`src/rtl/regfile_wb_arbiter_if.sv`:
```
`default_nettype none
// ============================================================================
// Module      : regfile_wb_arbiter_if
// Description : Bus bundle between the core/MDU side and the write-back
//               arbiter: write requests, MDU handshake, issue tracking,
//               source-operand hazard query and the register-file write port.
// Revision    : 1.0 - initial release
// ============================================================================
interface regfile_wb_arbiter_if;
  logic        i_core_wren;
  logic [4:0]  i_core_rd_addr;
  logic [31:0] i_core_rd_data;
  logic        i_mdu_valid;
  logic [4:0]  i_mdu_rd_addr;
  logic [31:0] i_mdu_rd_data;
  logic        o_mdu_ready;
  logic        i_issue_valid;
  logic [4:0]  i_issue_rd_addr;
  logic [4:0]  i_rs1_addr;
  logic [4:0]  i_rs2_addr;
  logic        o_hazard;
  logic        o_core_stall;
  logic [31:0] o_busy_mask;
  logic        o_rd_wren;
  logic [4:0]  o_rd_addr;
  logic [31:0] o_rd_data;

  // Arbiter side
  modport slave (
    input  i_core_wren, i_core_rd_addr, i_core_rd_data,
    input  i_mdu_valid, i_mdu_rd_addr, i_mdu_rd_data,
    input  i_issue_valid, i_issue_rd_addr, i_rs1_addr, i_rs2_addr,
    output o_mdu_ready, o_hazard, o_core_stall, o_busy_mask,
    output o_rd_wren, o_rd_addr, o_rd_data
  );

  // Core / MDU side
  modport master (
    output i_core_wren, i_core_rd_addr, i_core_rd_data,
    output i_mdu_valid, i_mdu_rd_addr, i_mdu_rd_data,
    output i_issue_valid, i_issue_rd_addr, i_rs1_addr, i_rs2_addr,
    input  o_mdu_ready, o_hazard, o_core_stall, o_busy_mask,
    input  o_rd_wren, o_rd_addr, o_rd_data
  );
endinterface
`default_nettype wire

```
`src/rtl/regfile_wb_arbiter.sv`:
```
`default_nettype none
// ============================================================================
// Module      : regfile_wb_arbiter
// Description : Merges the core single-cycle result path and the multi-cycle
//               MDU result path onto the single register-file write port,
//               keeps a scoreboard of registers awaiting an MDU result and
//               forces the MDU through after STARVE_LIMIT waiting cycles.
// Revision    : 1.0 - initial release
// ============================================================================
module regfile_wb_arbiter #(
  parameter int unsigned STARVE_LIMIT = 4  // legal range 1..15
) (
  input  wire logic          i_clk,
  input  wire logic          i_reset,
  regfile_wb_arbiter_if.slave bus
);

  localparam logic [3:0] c_limit = 4'(STARVE_LIMIT);

  logic [3:0]  r_wait_cnt;
  logic [31:0] r_busy;
  logic [31:0] w_busy_nxt;
  logic        w_force;
  logic        w_grant_core;
  logic        w_grant_mdu;

  // Grant selection; reset suppresses every grant so no write or handshake
  // can complete while reset is asserted.
  always_comb begin
    w_force      = 1'b0;
    w_grant_core = 1'b0;
    w_grant_mdu  = 1'b0;
    if (!i_reset) begin
      w_force = bus.i_mdu_valid && (r_wait_cnt == c_limit);
      if (w_force) begin
        w_grant_mdu = 1'b1;
      end else if (bus.i_core_wren) begin
        w_grant_core = 1'b1;
      end else if (bus.i_mdu_valid) begin
        w_grant_mdu = 1'b1;
      end
    end
  end

  // Write-port mux, handshake, stall and hazard outputs.
  always_comb begin
    bus.o_rd_wren    = 1'b0;
    bus.o_rd_addr    = 5'd0;
    bus.o_rd_data    = 32'd0;
    bus.o_mdu_ready  = w_grant_mdu;
    bus.o_core_stall = w_force && bus.i_core_wren;
    bus.o_hazard     = 1'b0;
    if (w_grant_mdu) begin
      bus.o_rd_addr = bus.i_mdu_rd_addr;
      bus.o_rd_data = bus.i_mdu_rd_data;
      bus.o_rd_wren = (bus.i_mdu_rd_addr != 5'd0);
    end else if (w_grant_core) begin
      bus.o_rd_addr = bus.i_core_rd_addr;
      bus.o_rd_data = bus.i_core_rd_data;
      bus.o_rd_wren = (bus.i_core_rd_addr != 5'd0);
    end
    // Registered scoreboard only: an MDU write landing this cycle still
    // reports a hazard, it drops in the following cycle.
    if (!i_reset) begin
      bus.o_hazard = r_busy[bus.i_rs1_addr] | r_busy[bus.i_rs2_addr] |
                     (bus.i_core_wren & r_busy[bus.i_core_rd_addr]);
    end
  end

  assign bus.o_busy_mask = r_busy;

  // Scoreboard next state: clear on MDU acceptance, then set on issue so a
  // same-cycle set/clear of one register leaves it busy. x0 never busy.
  always_comb begin
    w_busy_nxt = r_busy;
    if (w_grant_mdu) begin
      w_busy_nxt[bus.i_mdu_rd_addr] = 1'b0;
    end
    if (bus.i_issue_valid && (bus.i_issue_rd_addr != 5'd0)) begin
      w_busy_nxt[bus.i_issue_rd_addr] = 1'b1;
    end
    w_busy_nxt[0] = 1'b0;
  end

  // Scoreboard register.
  always_ff @(posedge i_clk) begin
    if (i_reset) begin
      r_busy <= 32'd0;
    end else begin
      r_busy <= w_busy_nxt;
    end
  end

  // Starvation counter: counts refused MDU cycles, saturating at the limit.
  always_ff @(posedge i_clk) begin
    if (i_reset) begin
      r_wait_cnt <= 4'd0;
    end else if (!bus.i_mdu_valid || w_grant_mdu) begin
      r_wait_cnt <= 4'd0;
    end else if (r_wait_cnt != c_limit) begin
      r_wait_cnt <= r_wait_cnt + 4'd1;
    end
  end

endmodule
`default_nettype wire

```
`src/flat_wrapper.sv`:
```
// flat-port wrapper written by rule: the top's interface ports become plain ports
module regfile_wb_arbiter_flat 
#(
  parameter int unsigned STARVE_LIMIT = 4                      
)
  (i_clk, i_reset, bus_i_core_wren, bus_i_core_rd_addr, bus_i_core_rd_data, bus_i_mdu_valid, bus_i_mdu_rd_addr, bus_i_mdu_rd_data, bus_i_issue_valid, bus_i_issue_rd_addr, bus_i_rs1_addr, bus_i_rs2_addr, bus_o_mdu_ready, bus_o_hazard, bus_o_core_stall, bus_o_busy_mask, bus_o_rd_wren, bus_o_rd_addr, bus_o_rd_data);
  regfile_wb_arbiter_if bus_i ();
  input  wire logic i_clk;
  input  wire logic i_reset;
  input wire logic [$bits(bus_i.i_core_wren)-1:0] bus_i_core_wren;
  input wire logic [$bits(bus_i.i_core_rd_addr)-1:0] bus_i_core_rd_addr;
  input wire logic [$bits(bus_i.i_core_rd_data)-1:0] bus_i_core_rd_data;
  input wire logic [$bits(bus_i.i_mdu_valid)-1:0] bus_i_mdu_valid;
  input wire logic [$bits(bus_i.i_mdu_rd_addr)-1:0] bus_i_mdu_rd_addr;
  input wire logic [$bits(bus_i.i_mdu_rd_data)-1:0] bus_i_mdu_rd_data;
  input wire logic [$bits(bus_i.i_issue_valid)-1:0] bus_i_issue_valid;
  input wire logic [$bits(bus_i.i_issue_rd_addr)-1:0] bus_i_issue_rd_addr;
  input wire logic [$bits(bus_i.i_rs1_addr)-1:0] bus_i_rs1_addr;
  input wire logic [$bits(bus_i.i_rs2_addr)-1:0] bus_i_rs2_addr;
  output wire logic [$bits(bus_i.o_mdu_ready)-1:0] bus_o_mdu_ready;
  output wire logic [$bits(bus_i.o_hazard)-1:0] bus_o_hazard;
  output wire logic [$bits(bus_i.o_core_stall)-1:0] bus_o_core_stall;
  output wire logic [$bits(bus_i.o_busy_mask)-1:0] bus_o_busy_mask;
  output wire logic [$bits(bus_i.o_rd_wren)-1:0] bus_o_rd_wren;
  output wire logic [$bits(bus_i.o_rd_addr)-1:0] bus_o_rd_addr;
  output wire logic [$bits(bus_i.o_rd_data)-1:0] bus_o_rd_data;
  assign bus_i.i_core_wren = bus_i_core_wren;
  assign bus_i.i_core_rd_addr = bus_i_core_rd_addr;
  assign bus_i.i_core_rd_data = bus_i_core_rd_data;
  assign bus_i.i_mdu_valid = bus_i_mdu_valid;
  assign bus_i.i_mdu_rd_addr = bus_i_mdu_rd_addr;
  assign bus_i.i_mdu_rd_data = bus_i_mdu_rd_data;
  assign bus_i.i_issue_valid = bus_i_issue_valid;
  assign bus_i.i_issue_rd_addr = bus_i_issue_rd_addr;
  assign bus_i.i_rs1_addr = bus_i_rs1_addr;
  assign bus_i.i_rs2_addr = bus_i_rs2_addr;
  assign bus_o_mdu_ready = bus_i.o_mdu_ready;
  assign bus_o_hazard = bus_i.o_hazard;
  assign bus_o_core_stall = bus_i.o_core_stall;
  assign bus_o_busy_mask = bus_i.o_busy_mask;
  assign bus_o_rd_wren = bus_i.o_rd_wren;
  assign bus_o_rd_addr = bus_i.o_rd_addr;
  assign bus_o_rd_data = bus_i.o_rd_data;
  regfile_wb_arbiter #(.STARVE_LIMIT(STARVE_LIMIT)) u_core (.i_clk(i_clk), .i_reset(i_reset), .bus(bus_i));
endmodule
```
`config.mk`:
```
export PLATFORM = sky130hd
export DESIGN_NAME = regfile_wb_arbiter_flat
export DESIGN_NICKNAME = d
export VERILOG_FILES = /design/src/rtl/regfile_wb_arbiter_if.sv /design/src/rtl/regfile_wb_arbiter.sv /design/src/flat_wrapper.sv
export SDC_FILE = /design/constraint.sdc
export NUM_CORES = 1
export LEC_CHECK = 0
export ABC_AREA = 1
export CORE_MARGIN = 2
export CORE_UTILIZATION = 42
export DETAILED_ROUTE_END_ITERATION = 8
export GPL_TIMING_DRIVEN = 0
export PLACE_DENSITY_LB_ADDON = 0.1
export SLEW_MARGIN = 20
export SYNTH_ARGS = -nofsm -noshare
export SYNTH_HDL_FRONTEND = slang
export SYNTH_SLANG_ARGS = --single-unit
```
`constraint.sdc`:
```
create_clock -name i_clk -period 3.9 [get_ports i_clk]
set_input_delay 0.585 -clock i_clk [delete_from_list [all_inputs] [get_ports i_clk]]
set_output_delay 0.585 -clock i_clk [all_outputs]
set_load 0.01 [all_outputs]
```
# Word level (Yosys, flattened, before mapping)
# Index checks and enable logic that the tools add are counted.
totals:
  reg_bits: 36
  in_bits: 94
  out_inout_bits: 73
  wordCells: 57
op_classes:
  addsub: 1
  order_cmp: 7
  eq_ne: 2
  mux: 27
  bitwise_logic: 6
  reduce_logical: 11
op_table:
  columns: ["op", "n"]
  rows:
  - ["$mux W32", 4]
  - ["$and A32 B32 Y32", 1]
  - ["$not A32 Y32", 1]
  - ["$or A32 B32 Y32", 1]
  - ["$lt A5 B6 Y1 const B", 5]
  - ["$mux W1", 16]
  - ["$bmux W1 S5", 3]
  - ["$reduce_bool A5 Y1", 3]
  - ["$demux W1 S5", 2]
  - ["$ge A5 B1 Y1 const B", 2]
  - ["$mux W5", 2]
  - ["$logic_and A1 B1 Y1", 5]
  - ["$add A4 B1 Y4 const B", 1]
  - ["$eq A4 B3 Y1 const B", 1]
  - ["$ne A4 B3 Y1 const B", 1]
  - ["$or A1 B1 Y1", 2]
  - ["$reduce_or A2 Y1", 1]
  - ["$and A1 B1 Y1", 1]
  - ["$logic_not A1 Y1", 1]
  - ["$logic_or A1 B1 Y1", 1]

# Depth between registers and ports, before layout
depth:
  word_depth: 9
  depth_mapped: 12
  depth_no_buf: 11

# Least setup slack after synthesis
# OpenSTA, ideal clock, no wires.
synth_timing:
  path_kind: "input-to-output"
  start: "in bus_i_rs1_addr[0]"
  end: "out bus_o_hazard"
  arrival_time_ps: 1616
  t_required_ps: 3315
  setup_slack_ps: 1699
  path_stages: 12
  n_path_buf: 2
  path_cell_list: "buf_2 > inv_1 > buf_2 > nand2_1 > nand3_1 > nand3_1 > nand3_1 > nand2_1 > nand2_1 > nand2_1 > nor2_1 > a21oi_1"
synth_via:
  elab_chain_len: 5
synth_lines:
  columns: ["element", "line", "text"]
  rows:
  - ["from (decl)", "flat_wrapper.sv:18", "input wire logic [$bits(bus_i.i_rs1_addr)-1:0] bus_i_rs1_addr;"]
  - ["$bmux W1 S5", "regfile_wb_arbiter.sv:65", "bus.o_hazard = r_busy[bus.i_rs1_addr] | r_busy[bus.i_rs2_addr] |"]
  - ["$mux W1 (implied by the code)", "regfile_wb_arbiter.sv:65", null]
  - ["$or A1 B1 Y1 (2 in series)", "regfile_wb_arbiter.sv:65", null]
  - ["$mux W1", "regfile_wb_arbiter.sv:64", "if (!i_reset) begin"]
  - ["to (decl)", "flat_wrapper.sv:21", "output wire logic [$bits(bus_i.o_hazard)-1:0] bus_o_hazard;"]
# Every way passes these cells. The select of a mux whose other input is x is not followed.

# Worst setup path in the final report
layout_timing:
  start: "in bus_i_core_wren"
  end: "out bus_o_rd_data[9]"
layout_via:
  elab_chain_len: 5
  elab_cells_between_ends: 8
  cone_classes: "mux (8)"
layout_lines:
  columns: ["element", "line", "text"]
  rows:
  - ["from (decl)", "flat_wrapper.sv:10", "input wire logic [$bits(bus_i.i_core_wren)-1:0] bus_i_core_wren;"]
  - ["$mux W1", "regfile_wb_arbiter.sv:37", "end else if (bus.i_core_wren) begin"]
  - ["$mux W1", "regfile_wb_arbiter.sv:35", "if (w_force) begin"]
  - ["$mux W1", "regfile_wb_arbiter.sv:33", "if (!i_reset) begin"]
  - ["$mux W32", "regfile_wb_arbiter.sv:57", "end else if (w_grant_core) begin"]
  - ["$mux W32 *", "regfile_wb_arbiter.sv:53", "if (w_grant_mdu) begin"]
  - ["to (decl)", "flat_wrapper.sv:26", "output wire logic [$bits(bus_i.o_rd_data)-1:0] bus_o_rd_data;"]
# Every way passes the cells marked *; elsewhere a longest branch is shown, timed or not.

==> flow_summary.yaml <==
outcome:
  status: "completed"
global_route:
  grt_max_degree: 12
  grtUsageMet2: 0.525
  first_global_vias: 3806
  antenna_found_initial: 0
  busiest_layer: "met2"
  overflow: 0
  grtUsageTotal: 0.307
  grt_pass1_wl_um: 18700
  grt_use_met3: 0.0490
  use_met1: 0.401
critical_path:
  crit_buf_inv: 5
  cp_slowest_cell: "clkdlybuf4s50_1"
  end_kind: "output port"
  worstSetupPathType: "primary input to output port"
  critPathRequiredTime_ns: 3.31
  worstSetupStartpointType: "primary input"
  crit_path_cell_trace: "clkdlybuf4s50_1, inv_1, nor2_1, nand2_1, inv_1, buf_2, a22o_1, clkdlybuf4s50_1"
  r2r-end: "u_core.bus.o_busy_mask[6]$_SDFF_PP0_"
  crit_arrival_ns: 2.70
  critPathMaxFanout: 10
  worst_r2r_path_depth: 11
  crit_family: "buffers and inverters"
  timing.rr.start: "u_core.r_wait_cnt[1]$_SDFFE_PP0P_"
  critical-path-max-stage-delay_ns: 0.58
  r2r_slack_ns: 2.00
detailed_routing:
  wire_per_inst_um: 16.5
  drtAntennaViolNets: 0
  drc: 0
  wirelength_um: 12700
  drt_iter0_drc: 361
  dr.pass1.iters: 5
  routed_via_density: 5.46
  num_vias: 4182
placement:
  dp.cells: 758
  portBuffers: 157
  placed_area_um2: 4660
  gp_congestion: 1.01
  post-dp-hpwl_um: 10300
clock_network:
  clk_pin_slew_ns: 0.06
  cts_tree: "done"
  cts_buffers: 5
  h-tree-depth: 2
  clk-insertion-delay-late_ns: 0.29
  cts_buffer_depth: 2
  clkSinkCount: 35
  ctsResizeCount: 0
  postCtsHoldBufs: 0
  cts_root_buffer: "clkbuf_8"
  cts_setup_buffers: 0
timing:
  worst_slew_pin_slew_ns: 0.711
  period_minus_slack_ns: 3.28
  hold_viol: 0
  drv_slew: 0
  slew-limit-headroom: 0.524
  fmax_mhz: 304
  fin_worst_skew_ns: 0.00825
  setup_viol: 0
  fin_crit_sh: 0.842
  fin_setup_tns_ns: 0
  rsz0062_at_grt: "no"
final_layout:
  num-nets-final: 765
  final_cells: 766
  antennaDiodeCount: 0
  area_growth_pct: 59.9
  drive_above_1_share: 0.0552
  final_util: 0.695
  num-fill-cells: 638
  design_area_um2: 4740
job:
  cap_violations: 0
worst_hold_path:
  min_path_type: "flip-flop to flip-flop"
  whs_endpoint: "u_core.r_wait_cnt[0]$_SDFFE_PP0P_"
  hold_path_depth: 1
  hold_start: "u_core.r_wait_cnt[0]$_SDFFE_PP0P_"
synth:
  yosys_warnings: 0
  synth_top_cells_by_count: "133 x nand2_1, 78 x nand3_1, 64 x inv_1, 40 x a21oi_1, 35 x dfxtp_1"
  async_reset_ff_frac: 0
  yosysTopAreaCell: "dfxtp_1"
  syn_avg_cell_area_um2: 5.88
  synth.area.top_cells: "dfxtp_1 24%, nand2_1 17%, nand3_1 13%"
  synthDistinctLibCells: 27
  ys_seq_area_frac: 0.236
  synthFlopType: "dfxtp_1"
  syn_inst: 505
  yosysMostFrequentCell: "nand2_1"
  synth_top_area_share: 0.236
  synth_nets: 601
  syn-cell-area_um2: 2970
  synth_edf_count: 0
  synth_seq_cells: 35
die:
  core_um2: 6830
  start_util: 0.434
  core.rowCount: 30
  die_x_um: 88.1
  dieArea_um2: 7750
  ios: 167
  dieHeight_um: 88.1
pwr:
  p_total_uw: 971
  power.leakage_nw: 1.88
  peakVddDrop_mv: 0.234
  p_per_area_nw_per_um2: 205
registers in the layout, summed over array words and instances, names as in the netlist:
register                cells
u_core.r_wait_cnt           4
u_core.bus.o_busy_mask     31
cells by family after synthesis:
logic type / after synthesis / synth area share
adder cells (fa/ha/maj): 2 / 0.00843
AND/OR/NAND/NOR: 257 / 0.372
flip-flops: 35 / 0.236
XOR/XNOR: 1 / 0.00295
other: 1 / 0.00126
AO/OA/AOI/OAI: 118 / 0.253
buffers and inverters: 91 / 0.126
cell usage in the layout (no fill, tap or decap):
cell type	n
inv_2	3
clkbuf_1	4
nand3b_1	1
a21oi_1	40
buf_4	3
o31ai_1	3
clkdlybuf4s50_1	157
nand3_1	78
clkbuf_8	5
inv_1	64
conb_1	1
o21ai_0	12
o22ai_1	4
buf_2	18
o211ai_1	5
dfxtp_1	35
a21oi_4	1
clkinv_2	1
nor3_1	7
clkinvlp_4	1
ha_1	2
nand3_2	2
nor2_1	29
nand4_1	4
a21boi_1	1
xnor2_1	1
o21ai_1	20
a22o_1	32
or2_2	1
nor2_2	2
nand2_1	133
routing by layer:
metal  share of wire  vias to the layer above
met1            0.41                     1909
li1                -                     2024
met4           0.016                        0
met3           0.089                       20
met5               0                        -
met2            0.49                      229
report_power, final:
part           total [mW]  internal (mW)  switching (mW)  leakage [nW]
Clock               0.257          0.125           0.133        0.0412
Sequential          0.370          0.362         0.00743         0.283
Combinational       0.344          0.181           0.163          1.56
worst max path at each step:
| stage | startpoint | endpoint | slack [ns] | cells past startpoint |
|---|---|---|---|---|
| floorplan | bus_i_rs1_addr[0] | bus_o_hazard | 1.70 | 12 |
| global placement | bus_i_core_wren | bus_o_rd_addr[3] | 0.67 | 9 |
| detailed placement | bus_i_core_wren | bus_o_rd_addr[3] | 0.63 | 9 |
| CTS | bus_i_core_wren | bus_o_rd_addr[3] | 0.63 | 9 |
| global route | bus_i_core_wren | bus_o_rd_addr[3] | 0.48 | 9 |
| finish | bus_i_core_wren | bus_o_rd_data[9] | 0.62 | 8 |
metrics by stage:
step / worst slack [ns] / hold WS (ns)
2_1_floorplan: 1.70 / 0.430
3_3_place_gp: 0.665 / 0.445
3_5_place_dp: 0.630 / 0.468
4_1_cts: 0.629 / 0.486
5_1_grt: 0.479 / 0.523
6_report: 0.616 / 0.475
final cells by class:
class	instances	area (um2)	area share
buffer	24	124	0.0261
clock buffer	6	72.6	0.0153
clock inverter	2	12.5	0.00264
inverter	67	251	0.0530
multi-input combinational	379	1890	0.399
sequential	35	701	0.148
tap	96	120	0.0253
timing repair buffer	157	1570	0.331
Note: power is estimated with default switching activity, not from simulation.
